--- config.mk ---
export PLATFORM = sky130hd
export DESIGN_NAME = pipe_hazard_ctrl
export DESIGN_NICKNAME = d
export VERILOG_FILES = /design/src/rtl/pipe_hazard_ctrl_pkg.sv /design/src/rtl/pipe_hazard_ctrl_stall_enc.sv /design/src/rtl/pipe_hazard_ctrl.sv
export SDC_FILE = /design/constraint.sdc
export NUM_CORES = 1
export LEC_CHECK = 0
export BUFFER_PORTS_ARGS = -buffer_cell sky130_fd_sc_hd__clkbuf_2
export CAP_MARGIN = 0
export CORE_UTILIZATION = 47
export CTS_CLUSTER_DIAMETER = 60
export DETAILED_ROUTE_END_ITERATION = 7
export GPL_TIMING_DRIVEN = 1
export PLACE_DENSITY = 0.74
export SYNTH_ARGS = -nofsm -noshare
export SYNTH_HDL_FRONTEND = slang
export SYNTH_HIERARCHICAL = 1
export SYNTH_SLANG_ARGS = --single-unit
export TNS_END_PERCENT = 20
--- constraint.sdc ---
create_clock -name clk -period 3.4 [get_ports clk]
set_input_delay 0.68 -clock clk [delete_from_list [all_inputs] [get_ports clk]]
set_output_delay 0.68 -clock clk [all_outputs]
set_load 0.02 [all_outputs]
--- src/rtl/pipe_hazard_ctrl_pkg.sv ---
`default_nettype none
// ============================================================================
//  Module      : pipe_hazard_ctrl_pkg
//  Description : Shared types and constants for the toy_cpu pipeline
//                stall/flush controller: stage indices, hold/no-hold
//                encodings, FSM state type and a counter-width helper.
//  Revision    : 1.0  initial release
// ============================================================================
package pipe_hazard_ctrl_pkg;

  // Hold encodings on the stall bus
  localparam logic STOP   = 1'b1;
  localparam logic NOSTOP = 1'b0;

  // Default stage indices (stallreq bit positions)
  localparam int STAGE_IF  = 0;
  localparam int STAGE_ID  = 1;
  localparam int STAGE_EX  = 2;
  localparam int STAGE_MEM = 3;
  localparam int STAGE_WB  = 4;

  // Sequencer states
  typedef enum logic [0:0] {
    ST_IDLE  = 1'b0,
    ST_FLUSH = 1'b1
  } state_t;

  // Stall bus carries the PC hold plus one hold per stage
  function automatic int stall_bus_w(input int nstage);
    return nstage + 1;
  endfunction

  // Width needed to hold values 0..n-1, never less than one bit
  function automatic int cnt_width(input int n);
    return (n > 1) ? $clog2(n) : 1;
  endfunction

endpackage : pipe_hazard_ctrl_pkg
`default_nettype wire

--- src/rtl/pipe_hazard_ctrl_stall_enc.sv ---
`default_nettype none
// ============================================================================
//  Module      : pipe_hazard_ctrl_stall_enc
//  Description : Priority encoder from per-stage stall requests to a
//                thermometer hold vector. The highest requesting stage k
//                holds itself, every earlier stage and the PC.
//  Ports       : i_stallreq [NSTAGE-1:0] per-stage stall requests
//                o_stall    [NSTAGE:0]   bit0 = PC hold, bit j+1 = stage j
//  Revision    : 1.0  initial release
// ============================================================================
module pipe_hazard_ctrl_stall_enc
  import pipe_hazard_ctrl_pkg::*;
#(
  parameter int NSTAGE = 5
) (
  input  logic [NSTAGE-1:0] i_stallreq,
  output logic [NSTAGE:0]   o_stall
);

  logic w_any;

  // Running OR from the last stage downward: stage j holds iff some
  // stage at index >= j requests a stall.
  always_comb begin
    w_any   = NOSTOP;
    o_stall = '0;
    for (int j = NSTAGE - 1; j >= 0; j--) begin
      w_any        = w_any | i_stallreq[j];
      o_stall[j+1] = w_any;
    end
    o_stall[0] = w_any;
  end

endmodule : pipe_hazard_ctrl_stall_enc
`default_nettype wire

--- src/rtl/pipe_hazard_ctrl.sv ---
`default_nettype none
// ============================================================================
//  Module      : pipe_hazard_ctrl
//  Description : Pipeline stall/flush controller. Combinational thermometer
//                stall bus, registered flush sequencer with redirect PC,
//                saturating stall-cycle counter and sticky stall watchdog.
//  Ports       : clk, rst        clock / synchronous active-high reset
//                i_stallreq      per-stage stall requests
//                i_flush_req     one-cycle redirect request
//                i_flush_pc      redirect target, sampled with i_flush_req
//                i_cnt_clr       clears o_stall_cnt
//                o_stall         PC + per-stage hold bus
//                o_flush         clear pipeline registers, load o_new_pc
//                o_new_pc        redirect target
//                o_stall_cnt     saturating count of stalled cycles
//                o_wdog_err      sticky stall-watchdog error
//  Revision    : 1.0  initial release
// ============================================================================
module pipe_hazard_ctrl
  import pipe_hazard_ctrl_pkg::*;
#(
  parameter int NSTAGE     = 5,
  parameter int ADDR_W     = 32,
  parameter int FLUSH_CYC  = 1,
  parameter int CNT_W      = 16,
  parameter int WDOG_LIMIT = 1023
) (
  input  logic                clk,
  input  logic                rst,
  input  logic [NSTAGE-1:0]   i_stallreq,
  input  logic                i_flush_req,
  input  logic [ADDR_W-1:0]   i_flush_pc,
  input  logic                i_cnt_clr,
  output logic [NSTAGE:0]     o_stall,
  output logic                o_flush,
  output logic [ADDR_W-1:0]   o_new_pc,
  output logic [CNT_W-1:0]    o_stall_cnt,
  output logic                o_wdog_err
);

  localparam int                FC_W          = cnt_width(FLUSH_CYC);
  localparam logic [FC_W-1:0]   c_fcnt_load   = FC_W'(FLUSH_CYC - 1);
  localparam logic [CNT_W-1:0]  c_wdog_limit  = CNT_W'(WDOG_LIMIT);
  localparam logic [CNT_W-1:0]  c_wdog_arm    = CNT_W'(WDOG_LIMIT - 1);
  localparam logic [CNT_W-1:0]  c_cnt_max     = '1;

  state_t              r_state;
  state_t              w_state_nxt;
  logic [FC_W-1:0]     r_fcnt;
  logic [FC_W-1:0]     w_fcnt_nxt;
  logic                w_latch;
  logic                w_entry;
  logic [NSTAGE:0]     w_therm;
  logic                w_stalled;
  logic [ADDR_W-1:0]   r_new_pc;
  logic [CNT_W-1:0]    r_stall_cnt;
  logic [CNT_W-1:0]    r_consec;
  logic                r_wdog_err;

  pipe_hazard_ctrl_stall_enc #(
    .NSTAGE     (NSTAGE)
  ) u_stall_enc (
    .i_stallreq (i_stallreq),
    .o_stall    (w_therm)
  );

  // While flushing, the pipeline is being cleared, so holds are meaningless.
  assign o_stall   = (rst || (r_state == ST_FLUSH)) ? '0 : w_therm;
  assign w_stalled = |o_stall;

  assign o_flush     = (r_state == ST_FLUSH);
  assign o_new_pc    = r_new_pc;
  assign o_stall_cnt = r_stall_cnt;
  assign o_wdog_err  = r_wdog_err;

  // ---------------------------------------------------------------- FSM
  always_ff @(posedge clk) begin
    if (rst) begin
      r_state <= ST_IDLE;
      r_fcnt  <= '0;
    end else begin
      r_state <= w_state_nxt;
      r_fcnt  <= w_fcnt_nxt;
    end
  end

  always_comb begin
    w_state_nxt = r_state;
    w_fcnt_nxt  = r_fcnt;
    w_latch     = 1'b0;
    w_entry     = 1'b0;
    case (r_state)
      ST_IDLE: begin
        if (i_flush_req) begin
          w_state_nxt = ST_FLUSH;
          w_fcnt_nxt  = c_fcnt_load;
          w_latch     = 1'b1;
          w_entry     = 1'b1;
        end
      end
      ST_FLUSH: begin
        // A newer redirect replaces the pending one and restarts the count.
        if (i_flush_req) begin
          w_fcnt_nxt = c_fcnt_load;
          w_latch    = 1'b1;
        end else if (r_fcnt == '0) begin
          w_state_nxt = ST_IDLE;
        end else begin
          w_fcnt_nxt = r_fcnt - 1'b1;
        end
      end
      default: begin
        w_state_nxt = ST_IDLE;
      end
    endcase
  end

  // ---------------------------------------------------------- redirect PC
  always_ff @(posedge clk) begin
    if (rst) begin
      r_new_pc <= '0;
    end else if (w_latch) begin
      r_new_pc <= i_flush_pc;
    end
  end

  // ------------------------------------------------------ stall counter
  always_ff @(posedge clk) begin
    if (rst) begin
      r_stall_cnt <= '0;
    end else if (i_cnt_clr) begin
      r_stall_cnt <= '0;
    end else if (w_stalled && (r_stall_cnt != c_cnt_max)) begin
      r_stall_cnt <= r_stall_cnt + 1'b1;
    end
  end

  // ------------------------------------------------------------ watchdog
  always_ff @(posedge clk) begin
    if (rst) begin
      r_consec <= '0;
    end else if (!w_stalled) begin
      r_consec <= '0;
    end else if (r_consec != c_wdog_limit) begin
      r_consec <= r_consec + 1'b1;
    end
  end

  // The error fires on the edge that completes the LIMIT-th stalled cycle.
  // A flush entry is a recovery action, so it takes priority over setting.
  always_ff @(posedge clk) begin
    if (rst) begin
      r_wdog_err <= 1'b0;
    end else if (w_entry) begin
      r_wdog_err <= 1'b0;
    end else if (w_stalled && (r_consec >= c_wdog_arm)) begin
      r_wdog_err <= 1'b1;
    end
  end

endmodule : pipe_hazard_ctrl
`default_nettype wire

==> impl_metrics.tcl, run 1 <==
set metrics [dict create \
    crit_end "o_stall_cnt[12]" \
    crit_buf_inv 1 \
    cts_root_buf "clkbuf_8" \
    crit_type "in -> reg" \
    diodes 0 \
    die_y_um 83.3 \
    final-seq-area_um2 1320 \
    initial_core_util_pct 48.9 \
    rows 29 \
    use_met2_pct 32.1 \
    multi_input_area_um2 1620 \
    p_per_area_nw_per_um2 428 \
    rsz0062_at_grt "no" \
    synth-seq-cells 66 \
    hold_path_class "reg -> reg" \
    period_minus_slack_ns 2.62 \
    tightest_slew_ns 1.05 \
    async_reset_ff_share_pct 0 \
    worst_slack_ns 0.776 \
    status "complete, no violations" \
    synth_edf_count 0 \
    crit_family "simple AND/OR/NAND/NOR gates" \
    first_pass_iters 4 \
    path_max_fanout 16 \
    synth_top_family_by_area "simple AND/OR/NAND/NOR gates" \
    cts_hold_buf 0 \
    drive_above_1_share_pct 29.6 \
    viasPerCell 5.53 \
    worstPathRequired_ns 3.64 \
    final.setup_skew_ns 0.0142 \
    grt_use_total_pct 20.0 \
    synth_ff_type "dfxtp_1" \
    critPathLaunch "i_stallreq[3]" \
    peakVddDrop_mv 0.311 \
    reg2reg_to "o_stall_cnt[3]" \
    placement.io_buffers 96 \
    synth_most_common_cell "dfxtp_1" \
    syn2layout_area_growth_pct 20.1 \
    syn_area_um2 3100 \
    synth_top_area_share_pct 42.6 \
    met3_usage_pct 6.86 \
    cp_data_arrival_time_ns 2.86 \
    slew_violations 0 \
    max_cap_violations 0 \
    synthTopCellsByArea "dfxtp_1 43%, mux2i_1 12%, nor2_1 4.8%" \
    crit_path_start_kind "input pin" \
    tns_ns 0 \
    clkTransAtPathRegs_ns 0.07 \
    synth_common_cells "66 x dfxtp_1, 40 x nor2_1, 37 x mux2i_1" \
    clk_path_buf_depth 2 \
    vias 2778 \
    ant_nets 0 \
    crit_chain "clkbuf_2 -> or4_4 -> or2_1 -> or2_2 -> o21ai_2 -> nor4_1 -> a211oi_1" \
    post_cts_buffers 0 \
    yosysSeqAreaShare_pct 42.6 \
    p_leak_uw 0.00166 \
    yosys.area_share.adder_pct 1.21 \
    avgRoutedWirePerCell_um 13.5 \
    hold_ws_ns 0.469 \
    gp_congestion 0.802 \
    finalHoldViolCount 0 \
    grt_busiest_layer "met2" \
    total_power_uw 1600 \
    synthSimpleGateAreaFrac_pct 24.6 \
    grt_pass1_vias 2567 \
    synth_mux_area_share_pct 11.9 \
    finalNetCount 466 \
    setup_viol 0 \
    coreArea_um2 6350 \
    fin_crit_sh_pct 77.2 \
    yosysUniqueCellTypes 57 \
    cts_buffers 9 \
    synth-xor-area-share_pct 0.282 \
    drc 0 \
    clock.fmax_ghz 0.381 \
    overflow 0 \
    clock_latency_ns 0.34 \
    cts.sinks 66 \
    synth.avg_cell_area_um2 9.24 \
    die-area_um2 6930 \
    dr.first_iter.drc_count 106 \
    path_depth 7 \
    grt_max_degree 38 \
    fill_cells 568 \
    slew_headroom_pct 29.9 \
    rr_worst_depth 5 \
    met1_usage_pct 23.5 \
    htreeDepth 3 \
    ioPinCount 97 \
    syn-instance-count 336 \
    tritoncts "built" \
    die_w_um 83.3 \
    crit-reg2reg-launch "o_stall_cnt[0]" \
    postSynthNetCount 380 \
    crit_path_top_delay_cell "or4_4" \
    hpwl_mm 4.90 \
    yosysWarnings 6 \
    rrSetupSlack_ns 1.59 \
    post_cts_resized 0 \
    antenna_found_initial 0 \
    wl_mm 6.78 \
    dp_slack_ns 0.400 \
    synth_top_area_cell "dfxtp_1" \
    grt_pass1_wl_mm 11.2 \
    synth-compound-area-share_pct 14.1 \
    fin_util_pct 58.7 \
    end_kind "flop" \
    critical-path-max-stage-delay_ns 0.54 \
]
## registers in the layout, summed over array words and instances (netlist names)
name	flops
o_flush	1
o_new_pc	32
o_stall_cnt	16
o_wdog_err	1
r_consec	16
## power breakdown
| group | internal (uW) | switching, uW | leakage, uW |
|---|---|---|---|
| sequential | 799 | 16.1 | 0.000539 |
| clock | 327 | 280 | 0.0000918 |
| combinational | 70.7 | 104 | 0.00103 |
## how the worst min path moves through the flow
stage | startpoint | cells past startpoint | slack [ns] | to
2_1_floorplan | r_consec[5] | 2 | 0.45 | r_consec[5]
4_1_cts | o_wdog_err | 2 | 0.48 | o_wdog_err
5_1_grt | o_wdog_err | 2 | 0.51 | o_wdog_err
3_5_place_dp | o_wdog_err | 2 | 0.46 | o_wdog_err
3_3_place_gp | o_wdog_err | 2 | 0.46 | o_wdog_err
6_report | o_wdog_err | 2 | 0.47 | o_wdog_err
## cell usage in the layout, fill, tap and decap left out, drive strengths merged, types with 4 or more instances in the layout
cell,n
nor4,5
nand4,9
nand2b,4
and4,7
nand2,18
nor2,41
or4,11
dfxtp,66
and3,4
and2,8
inv,6
a31oi,4
o31ai,7
mux2i,37
o21ai,11
or3,6
a21oi,21
nand3,12
or2,4
clkbuf,106
## per-layer routing
metal  vias to the layer above  routed length [um]
li1                       1401                   -
met1                      1274                3040
met2                        91                3040
met3                        12                 560
met4                         0                 132
met5                         -                   0
## per-stage QoR
step / area (um^2) / std cells
after CTS: 3730 / 502
after floorplan: 3100 / 336
after global routing: 3730 / 502
final: 3730 / 502
after global placement: 3550 / 488
after detailed placement: 3550 / 488
## area by class of cell
cell class                      instances  area share [%]
Multi-Input combinational cell        241            43.4
Sequential cell                        66            35.5
Timing Repair Buffer                   98            13.3
Clock buffer                           10            3.43
Tap cell                               77            2.59
Clock inverter                          4            1.21
Inverter                                6           0.604
## worst register-to-register path, cell delays in order (launching register included)
cell and delay, ns:
dfxtp_1 0.35, ha_1 0.25, and3_1 0.25, and4_4 0.24
or4_1 0.51, a21oi_1 0.14
## cells by family (layout without fill, tap and decap cells)
logic type                 Yosys count  count (layout)
DFF                                 66              66
adders and majority gates            3               3
buffers and inverters               29             118
and+or+nand+nor                    136             136
muxes                               37              37
xor gates and xnor gates             1               1
AOI/OAI and AO/OA                   64              64
No activity file was read; power rests on OpenSTA's default activity.
==> run 2: changes to the inputs <==
- clock period: 3.4 -> 2.5 ns (I/O delays scaled with it)
==> run 2 against run 1 <==
Compared with the run above:
- worst hold slack lost 0.076 ns
- largest cell class unchanged
- via count is 2.4% higher
- sequential share of layout area shrank 0.45 points
- critical endpoint unchanged
- highest routed layer unchanged
- cell area grew 1.3%
- clock power up 43%
==> impl_metrics.tcl, run 2 (same netlist as run 1, synthesis figures left out) <==
set metrics [dict create \
    initial_core_util_pct 48.9 \
    path_max_fanout 9 \
    die-area_um2 6930 \
    cp_data_arrival_time_ns 2.40 \
    dr_wl_met3_um 564 \
    slew_violations 0 \
    period_minus_slack_ns 2.17 \
    ioPinCount 97 \
    p_comb_share_pct 10.9 \
    seq_power_share_pct 49.9 \
    diodes 0 \
    grt_use_total_pct 20.8 \
    overflow 0 \
    dr.first_iter.drc_count 142 \
    largest_register_ffs 32 \
    peakVddDrop_mv 0.392 \
    crit_path_start_kind "input pin" \
    tns_ns 0 \
    tritoncts "built" \
    clk_path_buf_depth 2 \
    first_pass_iters 4 \
    final_common_cell "clkbuf_2" \
    hpwl_mm 4.91 \
    post_cts_resized 0 \
    drive_above_1_share_pct 30.1 \
    setup_viol 0 \
    htreeDepth 3 \
    cts_root_buf "clkbuf_8" \
    antenna_found_initial 0 \
    die_w_um 83.3 \
    fin_crit_sh_pct 86.9 \
    fill_cells 577 \
    p_leak_uw 0.00168 \
    final.setup_skew_ns 0.0125 \
    grt_max_degree 38 \
    vias 2844 \
    power_frac_clock_pct 39.2 \
    placed_cells 491 \
    hold_path_class "in -> reg" \
    fin_util_pct 59.4 \
    swShare_pct 25.0 \
    finalNonFillerCells 506 \
    die_y_um 83.3 \
    syn2layout_area_growth_pct 21.6 \
    rsz0062_at_grt "no" \
    total_power_uw 2220 \
    cts_hold_buf 0 \
    finalNetCount 469 \
    status "complete, no violations" \
    cts.sinks 66 \
    gp_congestion 0.810 \
    worstPathRequired_ns 2.72 \
    viasPerCell 5.62 \
    tightest_slew_ns 0.520 \
    clock.fmax_ghz 0.460 \
    crit_type "in -> reg" \
    coreArea_um2 6350 \
    rows 29 \
    wl_mm 6.81 \
    max_cap_violations 0 \
    maxUsedRoutingLayer "met4" \
    p_int_uw 1670 \
    clkTransAtPathRegs_ns 0.07 \
    avgRoutedWirePerCell_um 13.5 \
    grt_pass1_vias 2693 \
    final_cell_mix "96 x clkbuf_2, 66 x dfxtp_1, 40 x nor2_1" \
    grt_pass1_wl_mm 11.8 \
    post_cts_buffers 0 \
    finalHoldViolCount 0 \
    ant_nets 0 \
    p_per_area_nw_per_um2 589 \
    cts_buffers 9 \
    drt-met1-wl_mm 3.05 \
    end_kind "flop" \
    p_sw_uw 555 \
    slew_headroom_pct 65.3 \
    wl_met2_mm 3.08 \
    clock_latency_ns 0.34 \
    placement.io_buffers 96 \
    drc 0 \
]
run 2: area by class of cell:
cell class	count	area, um^2	area share, %
Tap cell	77	96.3	2.55
Clock buffer	12	145	3.85
Clock inverter	3	40.0	1.06
Sequential cell	66	1320	35.0
Inverter	6	22.5	0.597
Multi-Input combinational cell	241	1620	42.9
Timing Repair Buffer	101	531	14.1
run 2: through the flow:
stage               hold WS [ns]  instance area [um^2]  worst slack, ns
detailed placement         0.472                  3590          -0.0206
CTS                        0.385                  3770            0.329
floorplan                  0.451                  3100           0.0153
finish                     0.393                  3770            0.328
global placement           0.456                  3590           0.0314
global route               0.392                  3770            0.222
run 2: worst max-delay path: stages:
cell      delay (ns)
clkbuf_2        0.09
or4_4           0.53
or2_1           0.24
or2_2           0.35
o21a_1          0.31
a41oi_1         0.28
a211oi_1        0.08
run 2: path summary, 6_finish.rpt:
| kind | start | endpoint | slack, ns | depth (start not counted) |
|---|---|---|---|---|
| worst max register to register | o_stall_cnt[0] | o_stall_cnt[9] | 0.67 | 5 |
| worst min-delay path | i_flush_pc[19] | o_new_pc[19] | 0.39 | 3 |
| worst max-delay path | i_stallreq[3] | o_stall_cnt[12] | 0.33 | 7 |
| worst min register to register | o_wdog_err | o_wdog_err | 0.48 | 2 |
run 2: layer usage:
layer / track usage, % / vias up
met5: 0 / -
met4: 9.40 / 0
met3: 6.76 / 10
met2: 33.8 / 97
met1: 24.9 / 1325
li1: - / 1412
run 2: power by group through the flow:
stage | Combinational [uW] | Clock, uW | Sequential [uW]
2_1_floorplan | 115 | 0 | 1170
3_3_place_gp | 241 | 0 | 1130
3_5_place_dp | 245 | 0 | 1130
4_1_cts | 245 | 888 | 1110
5_1_grt | 265 | 923 | 1110
6_report | 242 | 871 | 1110
